## src/rtl/pipe_pkg.sv

```systemverilog
// Shared pipeline types: memory wait-state FSM encoding and default abort limit.
package pipe_pkg;

  typedef enum logic [1:0] {
    IDLE = 2'd0,
    BUSY = 2'd1,
    DONE = 2'd2
  } mem_state_t;

  localparam int TIMEOUT_DEFAULT = 255;
  localparam int TIMER_W         = 8;

endpackage

```

## src/rtl/mem_wait_ctrl_if.sv

```systemverilog
// Data-memory req/ack bus; the wait controller is master, the memory is slave.
interface mem_wait_ctrl_if #(
  parameter int DATA_WIDTH = 32
);

  logic                  mem_req;
  logic                  mem_we;
  logic [DATA_WIDTH-1:0] mem_addr;
  logic [DATA_WIDTH-1:0] mem_wdata;
  logic                  mem_ack;
  logic [DATA_WIDTH-1:0] mem_rdata;

  modport master (
    output mem_req, mem_we, mem_addr, mem_wdata,
    input  mem_ack, mem_rdata
  );

  modport slave (
    input  mem_req, mem_we, mem_addr, mem_wdata,
    output mem_ack, mem_rdata
  );

endinterface

```

## src/rtl/wait_timer.sv

```systemverilog
// Cycle counter for an outstanding memory access; expired_o flags the last
// permitted wait cycle (count == TIMEOUT-1). Clear has priority over enable.
module wait_timer
  import pipe_pkg::*;
#(
  parameter int TIMEOUT = TIMEOUT_DEFAULT
) (
  input  logic clk,
  input  logic rst,
  input  logic clr_i,
  input  logic en_i,
  output logic expired_o
);

  localparam logic [TIMER_W-1:0] LAST = TIMER_W'(TIMEOUT - 1);

  logic [TIMER_W-1:0] count_q;
  logic [TIMER_W-1:0] count_d;

  always_comb begin
    count_d = count_q;
    if (clr_i) begin
      count_d = '0;
    end else if (en_i) begin
      count_d = count_q + TIMER_W'(1);
    end
  end

  always_ff @(posedge clk) begin
    if (rst) begin
      count_q <= '0;
    end else begin
      count_q <= count_d;
    end
  end

  assign expired_o = (count_q == LAST);

endmodule

```

## src/rtl/mem_wait_ctrl.sv

```systemverilog
// Memory-stage wait-state controller: issues one req/ack transaction per load/store
// and freezes the pipeline (enables low, Writeback bubbled) until it completes or times out.
module mem_wait_ctrl
  import pipe_pkg::*;
#(
  parameter int DATA_WIDTH = 32,
  parameter int TIMEOUT    = TIMEOUT_DEFAULT
) (
  input  logic                  clk,
  input  logic                  rst,
  input  logic                  MemReadM,
  input  logic                  MemWriteM,
  input  logic [DATA_WIDTH-1:0] ALUResultM,
  input  logic [DATA_WIDTH-1:0] WriteDataM,
  output logic [DATA_WIDTH-1:0] ReadDataM,
  mem_wait_ctrl_if.master       mem,
  output logic                  PCen,
  output logic                  Fen,
  output logic                  Den,
  output logic                  Een,
  output logic                  Wrst,
  output logic                  mem_err
);

  mem_state_t            state_q;
  logic [DATA_WIDTH-1:0] rdata_q;
  logic                  err_q;

  logic access;
  logic freeze;
  logic busy;
  logic timer_exp;

  assign access = MemReadM | MemWriteM;
  assign busy   = (state_q == BUSY);

  wait_timer #(
    .TIMEOUT (TIMEOUT)
  ) u_timer (
    .clk       (clk),
    .rst       (rst),
    .clr_i     (!busy),
    .en_i      (busy),
    .expired_o (timer_exp)
  );

  // In DONE the M-stage controls still describe the finished access, so only IDLE detects.
  always_ff @(posedge clk) begin
    if (rst) begin
      state_q <= IDLE;
      rdata_q <= '0;
      err_q   <= 1'b0;
    end else begin
      err_q <= 1'b0;
      case (state_q)
        IDLE: begin
          if (access) state_q <= BUSY;
        end
        BUSY: begin
          if (mem.mem_ack) begin
            state_q <= DONE;
            rdata_q <= MemReadM ? mem.mem_rdata : '0;
          end else if (timer_exp) begin
            state_q <= DONE;
            rdata_q <= '0;
            err_q   <= 1'b1;
          end
        end
        DONE:    state_q <= IDLE;
        default: state_q <= IDLE;
      endcase
    end
  end

  assign freeze = busy | ((state_q == IDLE) & access);

  assign PCen = !freeze;
  assign Fen  = !freeze;
  assign Den  = !freeze;
  assign Een  = !freeze;
  assign Wrst = freeze;

  assign mem.mem_req   = busy;
  assign mem.mem_we    = busy & MemWriteM;
  assign mem.mem_addr  = ALUResultM;
  assign mem.mem_wdata = WriteDataM;

  assign ReadDataM = rdata_q;
  assign mem_err   = err_q;

endmodule

```

## src/flat_wrapper.sv

```systemverilog
// flat-port wrapper written by rule: the top's interface ports become plain ports
module mem_wait_ctrl_flat import pipe_pkg::*;
#(
  parameter int DATA_WIDTH = 32,
  parameter int TIMEOUT    = TIMEOUT_DEFAULT
)
  (clk, rst, MemReadM, MemWriteM, ALUResultM, WriteDataM, ReadDataM, PCen, Fen, Den, Een, Wrst, mem_err, mem_mem_req, mem_mem_we, mem_mem_addr, mem_mem_wdata, mem_mem_ack, mem_mem_rdata);
  mem_wait_ctrl_if #(.DATA_WIDTH(DATA_WIDTH)) mem_i ();
  input  logic clk;
  input  logic rst;
  input  logic MemReadM;
  input  logic MemWriteM;
  input  logic [DATA_WIDTH-1:0] ALUResultM;
  input  logic [DATA_WIDTH-1:0] WriteDataM;
  output logic [DATA_WIDTH-1:0] ReadDataM;
  output logic PCen;
  output logic Fen;
  output logic Den;
  output logic Een;
  output logic Wrst;
  output logic mem_err;
  output wire logic [$bits(mem_i.mem_req)-1:0] mem_mem_req;
  output wire logic [$bits(mem_i.mem_we)-1:0] mem_mem_we;
  output wire logic [$bits(mem_i.mem_addr)-1:0] mem_mem_addr;
  output wire logic [$bits(mem_i.mem_wdata)-1:0] mem_mem_wdata;
  input wire logic [$bits(mem_i.mem_ack)-1:0] mem_mem_ack;
  input wire logic [$bits(mem_i.mem_rdata)-1:0] mem_mem_rdata;
  assign mem_mem_req = mem_i.mem_req;
  assign mem_mem_we = mem_i.mem_we;
  assign mem_mem_addr = mem_i.mem_addr;
  assign mem_mem_wdata = mem_i.mem_wdata;
  assign mem_i.mem_ack = mem_mem_ack;
  assign mem_i.mem_rdata = mem_mem_rdata;
  mem_wait_ctrl #(.DATA_WIDTH(DATA_WIDTH), .TIMEOUT(TIMEOUT)) u_core (.clk(clk), .rst(rst), .MemReadM(MemReadM), .MemWriteM(MemWriteM), .ALUResultM(ALUResultM), .WriteDataM(WriteDataM), .ReadDataM(ReadDataM), .mem(mem_i), .PCen(PCen), .Fen(Fen), .Den(Den), .Een(Een), .Wrst(Wrst), .mem_err(mem_err));
endmodule
```

## config.mk

```make
export PLATFORM = sky130hd
export DESIGN_NAME = mem_wait_ctrl_flat
export DESIGN_NICKNAME = d
export VERILOG_FILES = /design/src/rtl/pipe_pkg.sv /design/src/rtl/mem_wait_ctrl_if.sv /design/src/rtl/wait_timer.sv /design/src/rtl/mem_wait_ctrl.sv /design/src/flat_wrapper.sv
export SDC_FILE = /design/constraint.sdc
export NUM_CORES = 1
export LEC_CHECK = 0
export BUFFER_PORTS_ARGS = -buffer_cell sky130_fd_sc_hd__buf_2
export CORE_UTILIZATION = 42
export DETAILED_ROUTE_END_ITERATION = 8
export HOLD_SLACK_MARGIN = 0.08
export PLACE_DENSITY = 0.91
export RECOVER_POWER = 50
export SLEW_MARGIN = 20
export SYNTH_ARGS = -nofsm -noshare
export SYNTH_HDL_FRONTEND = slang
export SYNTH_SLANG_ARGS = --single-unit
```

## constraint.sdc

```tcl
create_clock -name clk -period 2.2 [get_ports clk]
set_input_delay 0.22 -clock clk [delete_from_list [all_inputs] [get_ports clk]]
set_output_delay 0.22 -clock clk [all_outputs]
set_load 0.01 [all_outputs]
```

======== After elaboration in Yosys (flattened, before gate mapping) ========
Index checks and enable logic that the tools add are counted.
storage, ports and cells
  register bits ........................... 43
  output and inout port bits .............. 104
  logic and storage cells ................. 29
cells by class
  add/subtract/negate cells ............... 1
  equal/unequal tests ..................... 4
  mux-type cells .......................... 8
  bitwise operators ....................... 5
  reduce and logical (&&, ||, !) cells .... 7
operators with widths
  kind                 number
  $mux 32              3
  $add 8x1->8 const B  1
  $eq 8x8->1 const B   1
  $mux 2               3
  $pmux 2 s2           1
  $reduce_and 2->1     2
  $ne 3x3->1 const B   1
  $reduce_or 3->1      1
  $and 1x1->1          2
  $eq 2x1->1 const B   1
  $logic_not 2->1      1
  $ne 2x1->1 const B   1
  $or 1x1->1           2
  $reduce_bool 2->1    1
  $reduce_or 2->1      1
  $logic_not 1->1      1
  $mux 1               1
  $not 1->1            1

======== Longest topological paths before layout ========
Gate-level depths: netlist of run 1.
  depth in word-level cells ............... 4
  gate-level depth with buffers ........... 6
  gate-level depth less buffers ........... 5

======== Modules after synthesis ========
A second synthesis of run 1 with hierarchy kept.
second synthesis, totals
  cells, all modules ...................... 270
  area, all modules ....................... 2,459.9 um2
modules (own cells, without submodules)
  module         times used  cells an instance  area each (um2)  seq. area each (um2)
  mem_wait_ctrl  1           228                2,092.0          700.7
  wait_timer     1           42                 367.9            160.2

======== Least setup slack after synthesis of run 1 ========
No wires, ideal clock.
  kind .................................... register to register
  from .................................... register u_core.state_q[0]
  to ...................................... register u_core.u_timer.count_q[7]
  arrival ................................. 1,359 ps
  path slack .............................. 782 ps
  cell stages (with the launch flop) ...... 5
  path buffers ............................ 1
  cells stage by stage .................... dfxtp_1 or3b_1 buf_6 or4_1 nand2_1
between the ends
  longest elaborated chain between the ends .. 3
RTL lines
  what                              RTL line             source
  from (decl)                       mem_wait_ctrl.sv:25  mem_state_t state_q;
  from (signal assigned)            mem_wait_ctrl.sv:50  state_q <= IDLE;
  from (signal assigned)            mem_wait_ctrl.sv:57  if (access) state_q <= BUSY;
  from (signal assigned)            mem_wait_ctrl.sv:61  state_q <= DONE;
  $eq 2x1->1                        mem_wait_ctrl.sv:35  assign busy = (state_q == BUSY);
  $not 1->1 (no source line)        --
  $reduce_or 2->1 (no source line)  --
  to (signal assigned)              wait_timer.sv:33     count_q <= count_d;
  to (decl)                         wait_timer.sv:17     logic [TIMER_W-1:0] count_q;
Every way passes these cells.
A chain may end at the register's enable or synchronous reset.

======== Worst setup path in the final report of run 1 ========
  from .................................... register u_core.state_q[1]
  to ...................................... output port mem_mem_we
between the ends
  longest elaborated chain between the ends .. 2
RTL lines
  what         RTL line             source
  $eq 2x1->1   mem_wait_ctrl.sv:35
  $and 1x1->1  mem_wait_ctrl.sv:84  assign mem.mem_we = busy & MemWriteM;
  to (decl)    flat_wrapper.sv:23   output wire logic [$bits(mem_i.mem_we)-1:0] mem_mem_we;
Every way passes these cells.

==> impl_metrics.ini, run 1 <==
[clocking]
clkSlewWorstSetupHoldPaths_ns = 0.09
clkSinkCount = 43
cts_root_buf = clkbuf_8
clock_path_buffers = 2
cts_setup_buffers = 0
cts_tree = done
insertion_delay_ns = 0.30
ctsResizeCount = 0
numCtsBuffers = 5
hold_buffers = 0
htreeDepth = 2

[logic_synthesis]
ys_types = 28
synth_cells = 301
synth_top_area_share_pct = 34.7
synth.cell_area_um2 = 2480
synthTopCellsByArea = dfxtp_1 (35%), buf_4 (20%), a32oi_1 (11%), o21ai_0 (6.9%), nor2b_1 (6.8%)
ys_ff_latch = 43
syn-mean-instance-area_um2 = 8.23
yosysTopAreaCell = dfxtp_1
ys_warn_count = 0
syn_nets = 404
yosysSeqAreaShare_pct = 34.7

[place]
dp.cells = 369
gp_congestion = 0.746
hpwl_um = 4050
io_buffers = 76
placed_area_um2 = 2410

[floorplan]
die_w_um = 78.8
ioPinCount = 205
fp.dieH_um = 78.8
dieArea_um2 = 6210
start_util_pct = 44.2
core_um2 = 5610
num_rows = 27

[route]
routed_wl_um = 5650
dr.pass1.iters = 4
wl_per_cell_um = 15.0
vias_per_cell = 5.37
drt_iter0_markers = 105
drcViolationCount = 0
antenna_left = 0
vias = 2026

[power_and_ir_drop]
pwr_density_cell_nw_per_um2 = 641
power.total_w = 0.00159
ir_worst_vdd_mv = 0.498
p_leak_nw = 0.992

[timing]
drv_slew = 0
period_minus_slack_ns = 1.76
rsz0062_at_grt = no
hold_viol = 0
fin_crit_sh_pct = 80.2
max_slew_margin_pct = 60.9
fin_tns_setup_ns = 0
setup_viol = 0
skew_ns = 0.0167
max_freq_mhz = 567
worst_slew_pin_slew_ns = 0.587

[flow_run]
maxCapViolCount = 0

[cells_and_area]
layout_common_cells = buf_2 (67), dfxtp_1 (43), inv_1 (36)
syn_to_final_growth_pct = 0.303
final-instance-count-excl-fill = 377
antenna_cells = 0
design_area_um2 = 2480
final_layout_size_suffix_gt1_share_pct = 27.9
final_common_cell = buf_2
finalNetCount = 407

[worst_setup_path]
startpoint = u_core.state_q[1]
end_kind = output pin
cp_max_fo = 15
arrival_ns = 1.54
r2r-start = u_core.state_q[0]
start_kind = flop
worstPathRequired_ns = 1.98
crit_type = flop to output pin

[global_routing]
grt_max_degree = 35
first_global_vias = 1988
antenna_found_initial = 0
grt.total_usage_pct = 18.3
overflow = 0
grt_pass1_wl_um = 9070

[run_status]
status = complete, no violations

[min_path]
min-delay-start = mem_mem_rdata[22]
hp-class = primary input to flop
## metal layers
| layer | part of all wire, % | up-vias | GRT usage, % |
|---|---|---|---|
| met4 | 1.5 | 0 | 7.04 |
| met1 | 40 | 953 | 20.0 |
| met5 | 0 | - | 0 |
| met3 | 7.0 | 18 | 4.60 |
| met2 | 51 | 104 | 33.7 |
| li1 | - | 951 | - |
## registers in the layout (all words and copies together) (netlist names)
name and cells:
u_core.ReadDataM 32, u_core.u_timer.count_q 8, u_core.state_q 2, u_core.mem_err 1
## stage by stage
step	utilization (%)	hold WS (ns)	worst slack, ns
after floorplan	-	0.297	0.782
after global placement	43.0	0.440	0.570
after detailed placement	43.0	0.440	0.538
after CTS	44.5	0.147	0.413
after global routing	44.3	0.167	0.345
final	44.3	0.156	0.435
## final timing paths
kind,end,slack [ns],cells past startpoint
hold / removal,u_core.ReadDataM[22],0.16,3
hold reg to reg,u_core.ReadDataM[0],0.48,2
setup reg to reg,u_core.u_timer.count_q[7],0.63,3
setup / recovery,mem_mem_we,0.44,5
## where the power goes
| part | internal (W) | switching, W | leakage [nW] |
|---|---|---|---|
| sequential | 0.000815 | 0.0000294 | 0.349 |
| combinational | 0.000102 | 0.000151 | 0.602 |
| clock | 0.000222 | 0.000274 | 0.0412 |
| total | 0.00114 | 0.000454 | 0.992 |
## critical path, stage by stage, from the launching register on
cell and delay [ns]:
dfxtp_1 0.46, nand2b_1 0.17, buf_4 0.22, inv_1 0.11
and2_1 0.17, buf_2 0.13
## cells in the mapped netlist
library cell  instances
buf_4                67
dfxtp_1              43
inv_1                36
o21ai_0              34
a32oi_1              30
nor2b_1              27
clkbuf_1             16
nor2_1                8
nand3_1               6
or3_1                 4
and2b_2               3
o211ai_1              3
a21oi_1               2
and2_1                2
buf_6                 2
ha_1                  2
nand2_1               2
nand4_1               2
nor3_1                2
xor2_1                2
nand2b_1              1
nor3b_2               1
nor4_1                1
o21a_1                1
o31ai_1               1
or3b_1                1
or4_1                 1
xnor2_1               1
## logic make-up after synthesis
family                     after synthesis  synth area share [%]
buffers and inverters                  121                  29.1
AOI/OAI and AO/OA                       71                  19.4
and+or+nand+nor                         61                  14.7
DFF                                     43                  34.7
xor gates and xnor gates                 3                  1.06
adders and majority gates                2                  1.01
## cell type report
cell class	instances	area [um2]
clock buffers	6	72.6
clock inverters	2	12.5
fillers	576	3120
inverters	36	135
multi-input cells	137	907
flip-flops and latches	43	861
well taps	72	90.1
repair buffers	81	407
(Power assumes the default switching activity.)
==> inputs of run 2 (changes only) <==
Settings changed: CORE_UTILIZATION 42 to 35, PLACE_DENSITY 0.91 to 0.82.
Clock period 2.2 ns to 1.5 ns, I/O delays scaled along.
==> run 2 against run 1 <==
Via count is the same. Clock skew shrank 0.010 ns. Total power grew 71%. Worst setup slack lost 0.38 ns. Sequential share of layout area shrank 2.1 points. Routed wire length grew 7.5%. Critical path type unchanged.
==> impl_metrics.ini, run 2 (synthesis results as in run 1) <==
[route]
wl_per_cell_um = 15.0
drcViolationCount = 0
dr.pass1.iters = 4
antenna_left = 0
topRoutingLayerUsed = met4
wl_met3_um = 446
vias_per_cell = 4.99
met1_length_um = 2380
vias = 2026
wl_met2_um = 3060
routed_wl_um = 6070
drt_iter0_markers = 87

[global_routing]
antenna_found_initial = 0
first_global_vias = 1884
grt_max_degree = 36
grt.total_usage_pct = 15.7
grt_pass1_wl_um = 9100
overflow = 0

[floorplan]
fp.dieH_um = 86.1
dieArea_um2 = 7420
ioPinCount = 205
die_w_um = 86.1
core_um2 = 6830
num_rows = 30
start_util_pct = 36.3

[timing]
skew_ns = 0.00649
period_minus_slack_ns = 1.44
max_freq_mhz = 692
max_slew_margin_pct = 83.2
drv_slew = 0
rsz0062_at_grt = yes
fin_ws_ns = 0.0555
setup_viol = 0
hold_viol = 0
fin_crit_sh_pct = 96.3
worst_slew_pin_slew_ns = 0.252
hold-worst-slack_ns = 0.0903

[min_path]
min-delay-start = mem_mem_rdata[30]
min_to = u_core.ReadDataM[30]
hold_depth = 3
hp-class = primary input to flop

[worst_setup_path]
r2r-start = u_core.state_q[0]
crit_slowest_cell = dfxtp_2
crit_type = flop to output pin
start_kind = flop
reg2reg_depth = 3
arrival_ns = 1.29
r2r_setup_slack_ns = 0.13
worstReg2RegEnd = u_core.u_timer.count_q[7]
worstPathRequired_ns = 1.35
cp_max_fo = 5
cp_num_buf_inv = 2
end_kind = output pin
path_cells = nand2b_1 -> inv_1 -> and2_1 -> buf_2
cp_slowest_stage_delay_ns = 0.39
startpoint = u_core.state_q[1]
critical-path-top-delay-family = flip-flops

[cells_and_area]
finalNetCount = 412
finish.utilization_pct = 38.8
syn_to_final_growth_pct = 6.87
layout_common_cells = buf_2 (68), dfxtp_1 (42), inv_1 (36)
antenna_cells = 0
largest_register_ffs = 32
final_layout_size_suffix_gt1_share_pct = 29.0
final_common_cell = buf_2

[clocking]
cts_root_buf = clkbuf_8
numCtsBuffers = 5
cts_tree = done
clkSinkCount = 43
cts_setup_buffers = 0
clkSlewWorstSetupHoldPaths_ns = 0.09
htreeDepth = 2
insertion_delay_ns = 0.30
clock_path_buffers = 2

[run_status]
status = complete, no violations

[power_and_ir_drop]
pwr_density_cell_nw_per_um2 = 1030
ir_worst_vdd_mv = 0.506
p_leak_nw = 1.05

[place]
dpl_worst_slack_ns = 0.146
io_buffers = 76
gp_congestion = 0.774
hpwl_um = 4290

[flow_run]
maxCapViolCount = 0
-- run 2: changes by cell type in the layout (fill, tap and decap cells not counted), moves of 2 or more --
cell,delta
buf_12,+3
dlygate4sd3_1,+2
clkbuf_1,-2
bufinv_16,+2
-- run 2: how the worst max path moves through the flow --
stage	to	slack, ns	depth (start not counted)
6_report	mem_mem_we	0.06	4
4_1_cts	mem_mem_we	0.05	4
2_1_floorplan	u_core.u_timer.count_q[7]	0.08	4
3_3_place_gp	u_core.u_timer.count_q[7]	0.17	3
5_1_grt	mem_mem_we	-0.005	4
3_5_place_dp	u_core.u_timer.count_q[7]	0.15	3
-- run 2: power by group --
group          total (W)  switching [W]  internal (W)
sequential       0.00124      0.0000407       0.00120
clock            0.00108       0.000418      0.000664
combinational   0.000405       0.000233      0.000172
-- run 2: worst reg2reg max path, delay by kind of cell (launching register included) --
kind          cells  cell delay, ns
flops             1            0.39
simple gates      3            0.92
-- run 2: timing repair --
action	4_1_cts	5_1_grt
gates resized for setup	1	0
hold buffers	2	0
hold endpoints to repair	2	0
setup endpoints to repair	1	1
-- run 2: stage by stage --
| step | power, W | setup TNS (ns) | instances | cell area [um2] |
|---|---|---|---|---|
| floorplan | 0.00165 | 0 | 301 | 2480 |
| global placement | 0.00165 | 0 | 396 | 2500 |
| detailed placement | 0.00167 | 0 | 396 | 2500 |
| CTS | 0.00276 | 0 | 406 | 2660 |
| global route | 0.00283 | -0.00547 | 406 | 2650 |
| finish | 0.00272 | 0 | 406 | 2650 |
-- run 2: area by class of cell --
cell class / instances / area [um2]
Timing Repair Buffer: 86 / 488
Clock inverter: 3 / 67.6
Tap cell: 96 / 120
Inverter: 36 / 135
Clock buffer: 5 / 68.8
Fill cell: 698 / 4180
Sequential cell: 43 / 862
Multi-Input combinational cell: 137 / 906
-- run 2: metal layers --
metal,vias up,track usage [%]
met4,0,8.03
li1,963,-
met3,30,3.56
met5,-,0
met1,938,17.0
met2,95,28.4
==> inputs of run 3 (changes only) <==
Settings changed: PLACE_DENSITY 0.82 to 0.77.
==> run 3 against run 2 <==
First-iteration DRC count is 44% higher. Maximum frequency is 3.0% higher. Largest cell class unchanged. Critical path type is now primary input to flop. Sequential cell count stayed put. Core utilization is 0.15 points lower. Non-clock buffer count is 5 higher. Die area stayed put.
==> impl_metrics.ini, run 3 (synthesis results as in run 1) <==
[timing]
fin_tns_setup_ns = 0
setup_viol = 0
max_slew_margin_pct = 76.5
skew_ns = 0.0118
hold_viol = 0
max_freq_mhz = 713
period_minus_slack_ns = 1.40
drv_slew = 0
rsz0062_at_grt = no
fin_crit_sh_pct = 93.5
worst_slew_pin_slew_ns = 0.353

[cells_and_area]
largest_register_ffs = 32
layout_common_cells = buf_2 (68), dfxtp_1 (41), inv_1 (36)
design_area_um2 = 2640
antenna_cells = 0
final_common_cell = buf_2
finalNetCount = 417
final_layout_size_suffix_gt1_share_pct = 29.5
syn_to_final_growth_pct = 6.46

[power_and_ir_drop]
ir_worst_vdd_mv = 0.490
p_leak_nw = 1.06
pwr_density_cell_nw_per_um2 = 980

[worst_setup_path]
worstPathRequired_ns = 1.69
arrival_ns = 1.59
crit_type = primary input to flop
cp_max_fo = 32
start_kind = primary input
end_kind = flop

[place]
io_buffers = 76
placed_area_um2 = 2480
hpwl_um = 4340
gp_congestion = 0.749

[clocking]
clkSlewWorstSetupHoldPaths_ns = 0.09
numCtsBuffers = 5
clock_path_buffers = 2
cts_tree = done
insertion_delay_ns = 0.30
cts_root_buf = clkbuf_8
clkSinkCount = 43
htreeDepth = 2

[global_routing]
grt_pass1_wl_um = 9140
grt_max_degree = 33
grt.total_usage_pct = 15.7
antenna_found_initial = 0
first_global_vias = 1899
overflow = 0

[floorplan]
ioPinCount = 205
start_util_pct = 36.3
core_um2 = 6830
dieArea_um2 = 7420
fp.dieH_um = 86.1
die_w_um = 86.1
num_rows = 30

[route]
routed_wl_um = 6010
vias_per_cell = 4.90
antenna_left = 0
dr.pass1.iters = 4
drcViolationCount = 0
wl_per_cell_um = 14.6
drt_iter0_markers = 125
vias = 2014

[min_path]
hp-class = primary input to flop

[flow_run]
maxCapViolCount = 0

[run_status]
status = complete, no violations
-- run 3: cell types whose count changed in the layout (fill, tap and decap cells not counted), sizes merged --
cell | before | now
dlygate4sd3 | 2 | 5
clkinvlp | 1 | 0
clkbuf | 13 | 14
clkinv | 0 | 1
bufinv | 2 | 1
buf | 76 | 78
-- run 3: worst paths after layout --
path | startpoint | end | slack [ns] | depth (start not counted)
hold / removal | mem_mem_rdata[20] | u_core.ReadDataM[20] | 0.09 | 3
setup / recovery | mem_mem_ack | u_core.ReadDataM[21] | 0.1 | 6
hold reg to reg | u_core.u_timer.count_q[0] | u_core.u_timer.count_q[0] | 0.46 | 1
setup reg to reg | u_core.u_timer.count_q[2] | u_core.ReadDataM[18] | 0.1 | 4
-- run 3: through the flow --
step	hold slack (ns)	instances	util (%)	power, W	setup slack [ns]
final	0.0867	411	38.6	0.00259	0.0972
after global routing	0.0886	411	38.6	0.00271	0.000951
after CTS	0.0800	411	38.7	0.00261	0.0157
after detailed placement	0.300	398	36.3	0.00165	0.114
after global placement	0.300	398	36.3	0.00164	0.172
after floorplan	0.227	301	-	0.00165	0.0816
-- run 3: layout make-up --
| class | count | area, um2 |
|---|---|---|
| repair buffers | 91 | 495 |
| flip-flops and latches | 43 | 863 |
| multi-input cells | 137 | 906 |
| well taps | 96 | 120 |
| clock inverters | 2 | 35.0 |
| clock buffers | 6 | 82.6 |
| inverters | 36 | 135 |
| fillers | 733 | 4190 |
-- run 3: routing by layer --
metal | GRT usage [%] | share of wire [%]
met1 | 17.0 | 38
met2 | 27.8 | 50
met3 | 5.29 | 8.3
met4 | 6.82 | 3.0
met5 | 0 | 0
-- run 3: power by group --
part	internal, W	switching, W	total [W]	leakage, nW
logic	0.000169	0.000228	0.000397	0.651
clock network	0.000539	0.000413	0.000952	0.0612
registers	0.00120	0.0000408	0.00124	0.350
total	0.00190	0.000681	0.00259	1.06
-- run 3: repair_timing --
item	4_1_cts	5_1_grt
hold endpoints to repair	5	0
setup endpoints to repair	0	2
resized for setup	0	2
hold buffers	5	0
setup buffers	0	0
-- run 3: critical path: stages --
cell and delay, ns:
dlygate4sd3_1 0.53, buf_2 0.15, and2_1 0.15, buf_4 0.23
a32oi_1 0.24, o21ai_0 0.12
